==> src/rtl/sseg_pkg.sv <==
// Shared types and constants for the seven-segment scan decoder.
// Segment patterns are active-low {g,f,e,d,c,b,a}.
package sseg_pkg;

  localparam int unsigned SETTLE_DEF  = 4;
  localparam int unsigned TIMEOUT_DEF = 1024;

  typedef enum logic [1:0] {
    ST_IDLE,
    ST_SETTLE,
    ST_HOLD
  } state_t;

  localparam logic [6:0] SEG_0 = 7'b1000000;
  localparam logic [6:0] SEG_1 = 7'b1111001;
  localparam logic [6:0] SEG_2 = 7'b0100100;
  localparam logic [6:0] SEG_3 = 7'b0110000;
  localparam logic [6:0] SEG_4 = 7'b0011001;
  localparam logic [6:0] SEG_5 = 7'b0010010;
  localparam logic [6:0] SEG_6 = 7'b0000010;
  localparam logic [6:0] SEG_7 = 7'b1111000;
  localparam logic [6:0] SEG_8 = 7'b0000000;
  localparam logic [6:0] SEG_9 = 7'b0010000;
  localparam logic [6:0] SEG_A = 7'b0001000;
  localparam logic [6:0] SEG_B = 7'b0000011;
  localparam logic [6:0] SEG_C = 7'b1000110;
  localparam logic [6:0] SEG_D = 7'b0100001;
  localparam logic [6:0] SEG_E = 7'b0000110;
  localparam logic [6:0] SEG_F = 7'b0001110;

  function automatic logic onehot_low(input logic [3:0] a);
    return (a == 4'b1110) || (a == 4'b1101) ||
           (a == 4'b1011) || (a == 4'b0111);
  endfunction

endpackage

==> src/rtl/sseg_pattern_decode.sv <==
// Combinational seven-segment pattern to hex nibble decoder.
// o_ok is low for any pattern outside the 16-entry table.
module sseg_pattern_decode
  import sseg_pkg::*;
(
  input  logic [6:0] i_pat,
  output logic [3:0] o_nib,
  output logic       o_ok
);

  always_comb begin
    o_nib = 4'h0;
    o_ok  = 1'b1;
    unique case (1'b1)
      (i_pat == SEG_0): o_nib = 4'h0;
      (i_pat == SEG_1): o_nib = 4'h1;
      (i_pat == SEG_2): o_nib = 4'h2;
      (i_pat == SEG_3): o_nib = 4'h3;
      (i_pat == SEG_4): o_nib = 4'h4;
      (i_pat == SEG_5): o_nib = 4'h5;
      (i_pat == SEG_6): o_nib = 4'h6;
      (i_pat == SEG_7): o_nib = 4'h7;
      (i_pat == SEG_8): o_nib = 4'h8;
      (i_pat == SEG_9): o_nib = 4'h9;
      (i_pat == SEG_A): o_nib = 4'hA;
      (i_pat == SEG_B): o_nib = 4'hB;
      (i_pat == SEG_C): o_nib = 4'hC;
      (i_pat == SEG_D): o_nib = 4'hD;
      (i_pat == SEG_E): o_nib = 4'hE;
      (i_pat == SEG_F): o_nib = 4'hF;
      default:          o_ok  = 1'b0;
    endcase
  end

endmodule

==> src/rtl/sseg_scan_decoder.sv <==
// Recovers a 4-digit hex value by snooping a multiplexed 7-seg display.
// Define SSEG_DP_EN to add the decimal-point input dp and output dp_out.
module sseg_scan_decoder
  import sseg_pkg::*;
#(
  parameter int unsigned SETTLE  = SETTLE_DEF,
  parameter int unsigned TIMEOUT = TIMEOUT_DEF
) (
  input  logic        clk,
  input  logic        rst,
  input  logic [3:0]  an,
  input  logic [6:0]  sseg,
`ifdef SSEG_DP_EN
  input  logic        dp,
  output logic [3:0]  dp_out,
`endif
  output logic [15:0] value,
  output logic        frame_valid,
  output logic        seg_err,
  output logic        timeout
);

  localparam int TW = $clog2(TIMEOUT + 1);
  localparam logic [7:0] SET_LAST = 8'(SETTLE - 1);
  localparam logic [TW-1:0] TO_LAST = TW'(TIMEOUT - 1);
  localparam logic FAST = (SETTLE == 1);

  state_t        r_state;
  logic [3:0]    r_an;
  logic [6:0]    r_sseg;
  logic [3:0]    r_cand_an;
  logic [6:0]    r_cand_seg;
  logic [7:0]    r_cnt;
  logic [TW-1:0] r_tcnt;
  logic [3:0]    r_seen;
  logic [15:0]   r_shadow;
  logic [15:0]   r_value;
  logic          r_fv;
  logic          r_err;
  logic          r_to;

  logic          w_onehot;
  logic          w_same;
  logic          w_dp_same;
  logic          w_accept;
  logic          w_ok;
  logic          w_to_hit;
  logic [3:0]    w_slot;
  logic [3:0]    w_nib;
  logic [3:0]    w_seen_nxt;
  logic [15:0]   w_shadow_nxt;

  always_ff @(posedge clk) begin
    if (rst) begin
      r_an   <= 4'hF;
      r_sseg <= 7'h7F;
    end else begin
      r_an   <= an;
      r_sseg <= sseg;
    end
  end

  sseg_pattern_decode u_dec (
    .i_pat (r_sseg),
    .o_nib (w_nib),
    .o_ok  (w_ok)
  );

  assign w_onehot = onehot_low(r_an);
  assign w_same   = (r_an == r_cand_an) &&
                    (r_sseg == r_cand_seg) && w_dp_same;
  // the IDLE capture cycle already counts as one stable cycle
  assign w_accept = (r_state == ST_IDLE && w_onehot && FAST) ||
                    (r_state == ST_SETTLE && w_same &&
                     r_cnt >= SET_LAST);
  assign w_slot     = ~r_an;
  assign w_seen_nxt = r_seen | w_slot;
  assign w_to_hit   = (r_tcnt == TO_LAST);

  always_comb begin
    w_shadow_nxt = r_shadow;
    for (int k = 0; k < 4; k++) begin
      if (w_slot[k]) w_shadow_nxt[4*k +: 4] = w_nib;
    end
  end

  always_ff @(posedge clk) begin
    if (rst) begin
      r_state    <= ST_IDLE;
      r_cand_an  <= 4'h0;
      r_cand_seg <= 7'h0;
      r_cnt      <= 8'd0;
    end else begin
      unique case (r_state)
        ST_IDLE: begin
          if (w_onehot) begin
            r_cand_an  <= r_an;
            r_cand_seg <= r_sseg;
            r_cnt      <= 8'd1;
            r_state    <= w_accept ? ST_HOLD : ST_SETTLE;
          end
        end
        ST_SETTLE: begin
          if (!w_same) r_state <= ST_IDLE;
          else if (w_accept) r_state <= ST_HOLD;
          else r_cnt <= r_cnt + 8'd1;
        end
        ST_HOLD: begin
          if (r_an != r_cand_an) r_state <= ST_IDLE;
        end
        default: r_state <= ST_IDLE;
      endcase
    end
  end

  always_ff @(posedge clk) begin
    if (rst) begin
      r_tcnt   <= '0;
      r_seen   <= 4'h0;
      r_shadow <= 16'h0;
      r_value  <= 16'h0;
      r_fv     <= 1'b0;
      r_err    <= 1'b0;
      r_to     <= 1'b0;
    end else begin
      r_fv  <= 1'b0;
      r_err <= 1'b0;
      r_to  <= 1'b0;
      if (w_accept) begin
        r_tcnt <= '0;
        if (!w_ok) begin
          r_err <= 1'b1;
        end else if (&w_seen_nxt) begin
          r_shadow <= w_shadow_nxt;
          r_value  <= w_shadow_nxt;
          r_seen   <= 4'h0;
          r_fv     <= 1'b1;
        end else begin
          r_shadow <= w_shadow_nxt;
          r_seen   <= w_seen_nxt;
        end
      end else if (w_to_hit) begin
        r_tcnt <= '0;
        if (|r_seen) begin
          r_seen <= 4'h0;
          r_to   <= 1'b1;
        end
      end else begin
        r_tcnt <= r_tcnt + 1'b1;
      end
    end
  end

`ifdef SSEG_DP_EN
  logic       r_dp;
  logic       r_cand_dp;
  logic [3:0] r_dp_sh;
  logic [3:0] r_dp_out;
  logic [3:0] w_dp_sh_nxt;

  assign w_dp_same   = (r_dp == r_cand_dp);
  assign w_dp_sh_nxt = (r_dp_sh & r_an) | (w_slot & {4{~r_dp}});

  always_ff @(posedge clk) begin
    if (rst) begin
      r_dp      <= 1'b1;
      r_cand_dp <= 1'b1;
      r_dp_sh   <= 4'h0;
      r_dp_out  <= 4'h0;
    end else begin
      r_dp <= dp;
      if (r_state == ST_IDLE && w_onehot) r_cand_dp <= r_dp;
      if (w_accept && w_ok) begin
        r_dp_sh <= w_dp_sh_nxt;
        if (&w_seen_nxt) r_dp_out <= w_dp_sh_nxt;
      end
    end
  end

  assign dp_out = r_dp_out;
`else
  assign w_dp_same = 1'b1;
`endif

  assign value       = r_value;
  assign frame_valid = r_fv;
  assign seg_err     = r_err;
  assign timeout     = r_to;

endmodule
==> config.mk <==
export PLATFORM = sky130hd
export DESIGN_NAME = sseg_scan_decoder
export DESIGN_NICKNAME = d
export VERILOG_FILES = /design/src/rtl/sseg_pkg.sv /design/src/rtl/sseg_pattern_decode.sv /design/src/rtl/sseg_scan_decoder.sv
export SDC_FILE = /design/constraint.sdc
export NUM_CORES = 1
export LEC_CHECK = 0
export BUFFER_PORTS_ARGS = -buffer_cell sky130_fd_sc_hd__buf_2
export CORE_UTILIZATION = 36
export CTS_BUF_LIST = sky130_fd_sc_hd__clkbuf_16
export DETAILED_ROUTE_END_ITERATION = 12
export MAX_ROUTING_LAYER = met4
export PLACE_DENSITY = 0.64
export SYNTH_ARGS = -nofsm -noshare
export SYNTH_HDL_FRONTEND = slang
export SYNTH_SLANG_ARGS = --single-unit
==> constraint.sdc <==
create_clock -name clk -period 2.25 [get_ports clk]
set_clock_uncertainty 0.2 [all_clocks]
set_input_delay 0.225 -clock clk [delete_from_list [all_inputs] [get_ports clk]]
set_output_delay 0.225 -clock clk [all_outputs]
set_load 0.05 [all_outputs]
Yosys cells after proc, flatten, opt, wreduce, memory -nomap -nowiden
Index checks and enable logic that the tools add are counted.

Output and inout port bits: 19. Input port bits: 13. Word-level logic and storage cells: 100. Bits in registers: 82.

Bitwise gates (word level): 5. Add/sub/neg operators: 2. Magnitude comparators: 1. Reductions and logical operators: 24. Equality and inequality tests: 31. Mux-type cells: 24.

Operators by type and width (count): $pmux W4 S15 (1); $mux W4 (9); $eq A7 B7 Y1 const B (4); $mux W8 (3); $eq A7 B5 Y1 const B (3); $eq A7 B6 Y1 const B (3); $pmux W8 S2 (1); $reduce_or A16 Y1 (1); $eq A7 B2 Y1 const B (2); $eq A7 B4 Y1 const B (2); $eq A4 B4 Y1 const B (3); $add A11 B1 Y11 const B (1); $eq A11 B10 Y1 const B (1); $mux W2 (5); $reduce_or A3 Y1 (3); $add A8 B1 Y8 const B (1); $ge A8 B2 Y1 const B (1); $ne A2 B2 Y1 const B (4); $reduce_and A4 Y1 (2); $eq A7 B3 Y1 const B (1); $eq A7 B7 Y1 (1); $logic_not A7 Y1 (1); $pmux W2 S3 (1); $reduce_and A3 Y1 (2); other kinds (19) (31).

Longest topological paths before layout
Word-level depth: 7. Depth in mapped cells: 8. Mapped depth without buffers: 6.

Cells and area by module
From an unflattened synthesis, not the netlist that was laid out.

Cells, all modules: 387. Area total of the unflattened synthesis: 3792.4 um^2.

Modules (own cells, without submodules): sseg_scan_decoder (cells each 336, seq. area each 1641.6 um^2, times used 1, area each 3425.8 um^2); sseg_pattern_decode (cells each 51, seq. area each 0.0 um^2, times used 1, area each 366.6 um^2).

Worst setup path after synthesis
Ideal clock, no wire load.

Kind: flip-flop to flip-flop. Start: register r_sseg[0]. End: register r_value[10], in the netlist value[10]. Data required time: 1978 ps. Cell stages (with the launch flop): 8. Setup time: 72 ps. Path buffers: 2. Slack: 231 ps. Data arrival time: 1747 ps. Clock period less this slack: 2019 ps. Cell sequence: dfxtp_1 -> buf_4 -> and4b_1 -> o21ai_1 -> nand4b_2 -> o211ai_4 -> buf_8 -> mux2i_1.

Word-level cells in the longest chain between the ends: 5. Elaborated cells on any way between the ends: 25. Classes of those cells: 16 x eq/ne; 3 x mux; 6 x reduce/logical.

RTL lines: start: declaration (RTL line sseg_scan_decoder.sv:30) `logic [6:0] r_sseg;`; start signal: assignment (RTL line sseg_scan_decoder.sv:59) `r_sseg <= sseg;`; parallel branches: the longest is 5 deep, another holds $reduce_or A16 Y1; end signal: assignment (RTL line sseg_scan_decoder.sv:135) `r_value <= w_shadow_nxt;`; end: declaration (RTL line sseg_scan_decoder.sv:37) `logic [15:0] r_value;`.

Several ways; the timed one is not identified. A chain may end at the register's enable or synchronous reset.

Final worst setup path
Start: register r_sseg[5]. End: register r_seen[2].

Word-level cells in the longest chain between the ends: 6. Elaborated cells on any way between the ends: 27. Classes of those cells: 17 x eq/ne; 2 x mux; 8 x reduce/logical.

RTL lines: parallel branches: the longest is 6 deep, another holds $reduce_or A16 Y1; end signal: assignment (RTL line sseg_scan_decoder.sv:140) `r_seen <= w_seen_nxt;`; end: declaration (RTL line sseg_scan_decoder.sv:35) `logic [3:0] r_seen;`.

Several ways; the timed one is not identified.

==> flow_summary.toml <==
[status]
status = "finished, final reports clean"

[power_and_ir_drop]
irDropWorstVdd_uv = 549.4
p_total_mw = 3.314
p_per_area_nw_per_um2 = 671.5
combPwrFrac = 0.104
power_leakage_nw = 2.152
power.switching_mw = 0.7998
p_sw_frac = 0.2414
p_int_mw = 2.514
pwr-share-clk = 0.429
seqPwrFrac = 0.467

[worst_hold_path]
hold_class = "in -> reg"

[logic_synthesis]
async_flop_share = 0
yosys_warnings = 0
postSynthCellCount = 419
synth_seq_cells = 82
synth-edff-count = 0
synth_area_um2 = 3971
seq_area_frac_synth = 0.4134
synthesis.nets = 434
synth.distinct_cells = 58
synth_area_per_cell_um2 = 9.478
ys.flop_type = "dfxtp_1"

[global_routing]
grt_max_degree = 36
grt_overflow_total = 0
grt_pass1_wl_um = 14620
grt_use_total = 0.1690
grt_pass1_vias = 3073
antenna_found_initial = 0

[final_layout]
nets = 505
layout_common_cells = "dfxtp_1, buf_4, nand2_1"
diodes = 0
final_core_util = 0.4696
final_cells = 630
nFillCells = 976
area_growth_pct = 24.26
drive_above_1_share = 0.2692
final_common_cell = "dfxtp_1"
post-route-cell-area_um2 = 4935

[drt]
drc = 0
firstDrtPassIters = 4
wl_met3_um = 429
top_layer = "met4"
vias_per_cell = 5.114
final_antenna_net_count = 0
drtIter0Drc = 175
wl_met1_um = 4067
wl_per_cell_um = 13.86
num_vias = 3222
wl_met2_um = 4140
routed_wl_um = 8732

[place]
portBuffers = 31
hpwl_um = 6240
gp_congestion = 0.8113
placedInstanceArea_um2 = 4462
dp_slack_ps = -125.0
placed_cells = 599

[job]
maxCapViolations = 0

[setup_path]
path_cells = "or3b_2, nor2_1, nand4b_2, buf_4, o211ai_1, buf_4, a211oi_1"
slowest_stage = "or3b_2"
cp_common_cell = "buf_4"
crit_type = "reg -> reg"
critPathArrivalTime_ps = 2190
crit_path_max_fanout = 5
worst_setup_path_start_kind = "flop"
required_ps = 2310
cp_slowest_stage_delay_ps = 490
end_kind = "flop"

[sta]
finalMaxSlewViolations = 0
setup_ws_ps = 111.9
fmax_ghz = 0.4677
fin_crit_ps = 2138
period_share = 0.9503
whs_ps = 215.6
rsz0062_at_grt = "no"
finalSetupViolations = 0
fin_tns_setup_ps = 0
worstMarginPinSlew_ps = 598.3
hold_viol = 0
slew_headroom = 0.6007

[clock_network]
clk_latency_ps = 340
clock_path_buffers = 2
cts_root_buf = "clkbuf_16"
cts.sinks = 82
cts_tree = "done"
cts.clk_slew.worst_paths_ps = 60
cts.htree.levels = 3
cts_inserted_buffers = 9

[floorplan]
die_w_um = 107.0
coreArea_um2 = 10510
pin_count = 32
die_h_um = 107.0
start_util = 0.3779
num_rows = 37
dieArea_um2 = 11460
metal layers:
metal  vias to the layer above  global-route usage
met2                        60              0.2654
met1                      1509              0.2098
met3                         7             0.04620
met5                         -                   -
met4                         0             0.05577
li1                       1646                   -
worst paths after layout:
kind / slack, ps / to / cells after the start / start
worst max-delay path: 110 / r_seen[2] / 7 / r_sseg[5]
worst min register to register: 260 / value[8] / 2 / value[8]
worst max register to register: 110 / r_seen[2] / 7 / r_sseg[5]
worst min-delay path: 220 / r_cand_seg[0] / 3 / rst
critical path, delay by kind of cell, from the launching register on:
kind                   cells  cell delay (ps)
AOI/OAI and AO/OA          2              310
buffers and inverters      2              330
DFF                        1              430
and+or+nand+nor            3              780
cell usage after synthesis (2+ instances only):
cell / count / area, µm²
a211oi_1: 5 / 37.54
a21oi_1: 16 / 80.08
and4_1: 4 / 35.03
and4b_1: 4 / 40.04
buf_2: 5 / 25.02
buf_4: 3 / 22.52
buf_6: 5 / 56.30
clkbuf_1: 15 / 56.30
dfxtp_1: 82 / 1642
ha_1: 2 / 25.02
inv_1: 9 / 33.78
mux2i_1: 31 / 310.3
nand2_1: 42 / 157.7
nand3_1: 26 / 130.1
nand4_1: 4 / 25.02
nor2_1: 18 / 67.56
nor2b_1: 3 / 18.77
nor3_1: 10 / 50.05
nor3b_1: 8 / 60.06
nor4_1: 4 / 25.02
nor4b_1: 6 / 52.55
nor4bb_1: 2 / 20.02
o211ai_1: 10 / 75.07
o211ai_2: 2 / 25.02
o21a_1: 12 / 90.09
o21ai_0: 24 / 120.1
o31ai_1: 7 / 52.55
or2_2: 12 / 75.07
or3b_2: 2 / 17.52
xnor2_1: 9 / 78.83
xnor2_2: 5 / 81.33
xnor2_4: 3 / 82.58
xor2_1: 4 / 35.03
state kept, by name, summed over array words and instances (netlist names):
name         count
r_seen           4
r_state          2
r_cand_seg       7
r_cnt            8
r_tcnt          11
r_cand_an        4
r_sseg           7
r_shadow        16
timeout          1
frame_valid      1
value           16
r_an             4
seg_err          1
layout make-up:
| type | count | area, µm² | area share |
|---|---|---|---|
| multi-input cells | 298 | 2138 | 0.4333 |
| flip-flops and latches | 82 | 1649 | 0.3342 |
| repair buffers | 89 | 655.6 | 0.1329 |
| clock buffers | 9 | 225.2 | 0.04564 |
| well taps | 136 | 170.2 | 0.03448 |
| clock inverters | 6 | 58.81 | 0.01192 |
| inverters | 10 | 37.54 | 0.007606 |
power by group through the flow:
stage,clock [mW],sequential [mW],combinational [mW]
after floorplan,0,1.56,0.257
after global placement,0,1.58,0.323
after detailed placement,0,1.58,0.328
after CTS,1.46,1.55,0.344
after global routing,1.51,1.55,0.381
final,1.42,1.55,0.344
timing repair:
| action | 4_1_cts | 5_1_grt |
|---|---|---|
| hold buffers | 11 | 0 |
| buffers inserted | 5 | 0 |
| hold endpoints to repair | 11 | 0 |
| endpoints found under the setup margin | 29 | 31 |
| resized for setup | 1 | 8 |
| pin swaps | 4 | 0 |
kinds of logic after synthesis:
group / Yosys count / synth area share
xor gates and xnor gates: 21 / 0.06994
and+or+nand+nor: 154 / 0.2231
muxes: 31 / 0.07814
DFF: 82 / 0.4134
buffers and inverters: 39 / 0.05355
AOI/OAI and AO/OA: 90 / 0.1556
adders and majority gates: 2 / 0.006300
(Power assumes the default switching activity.)
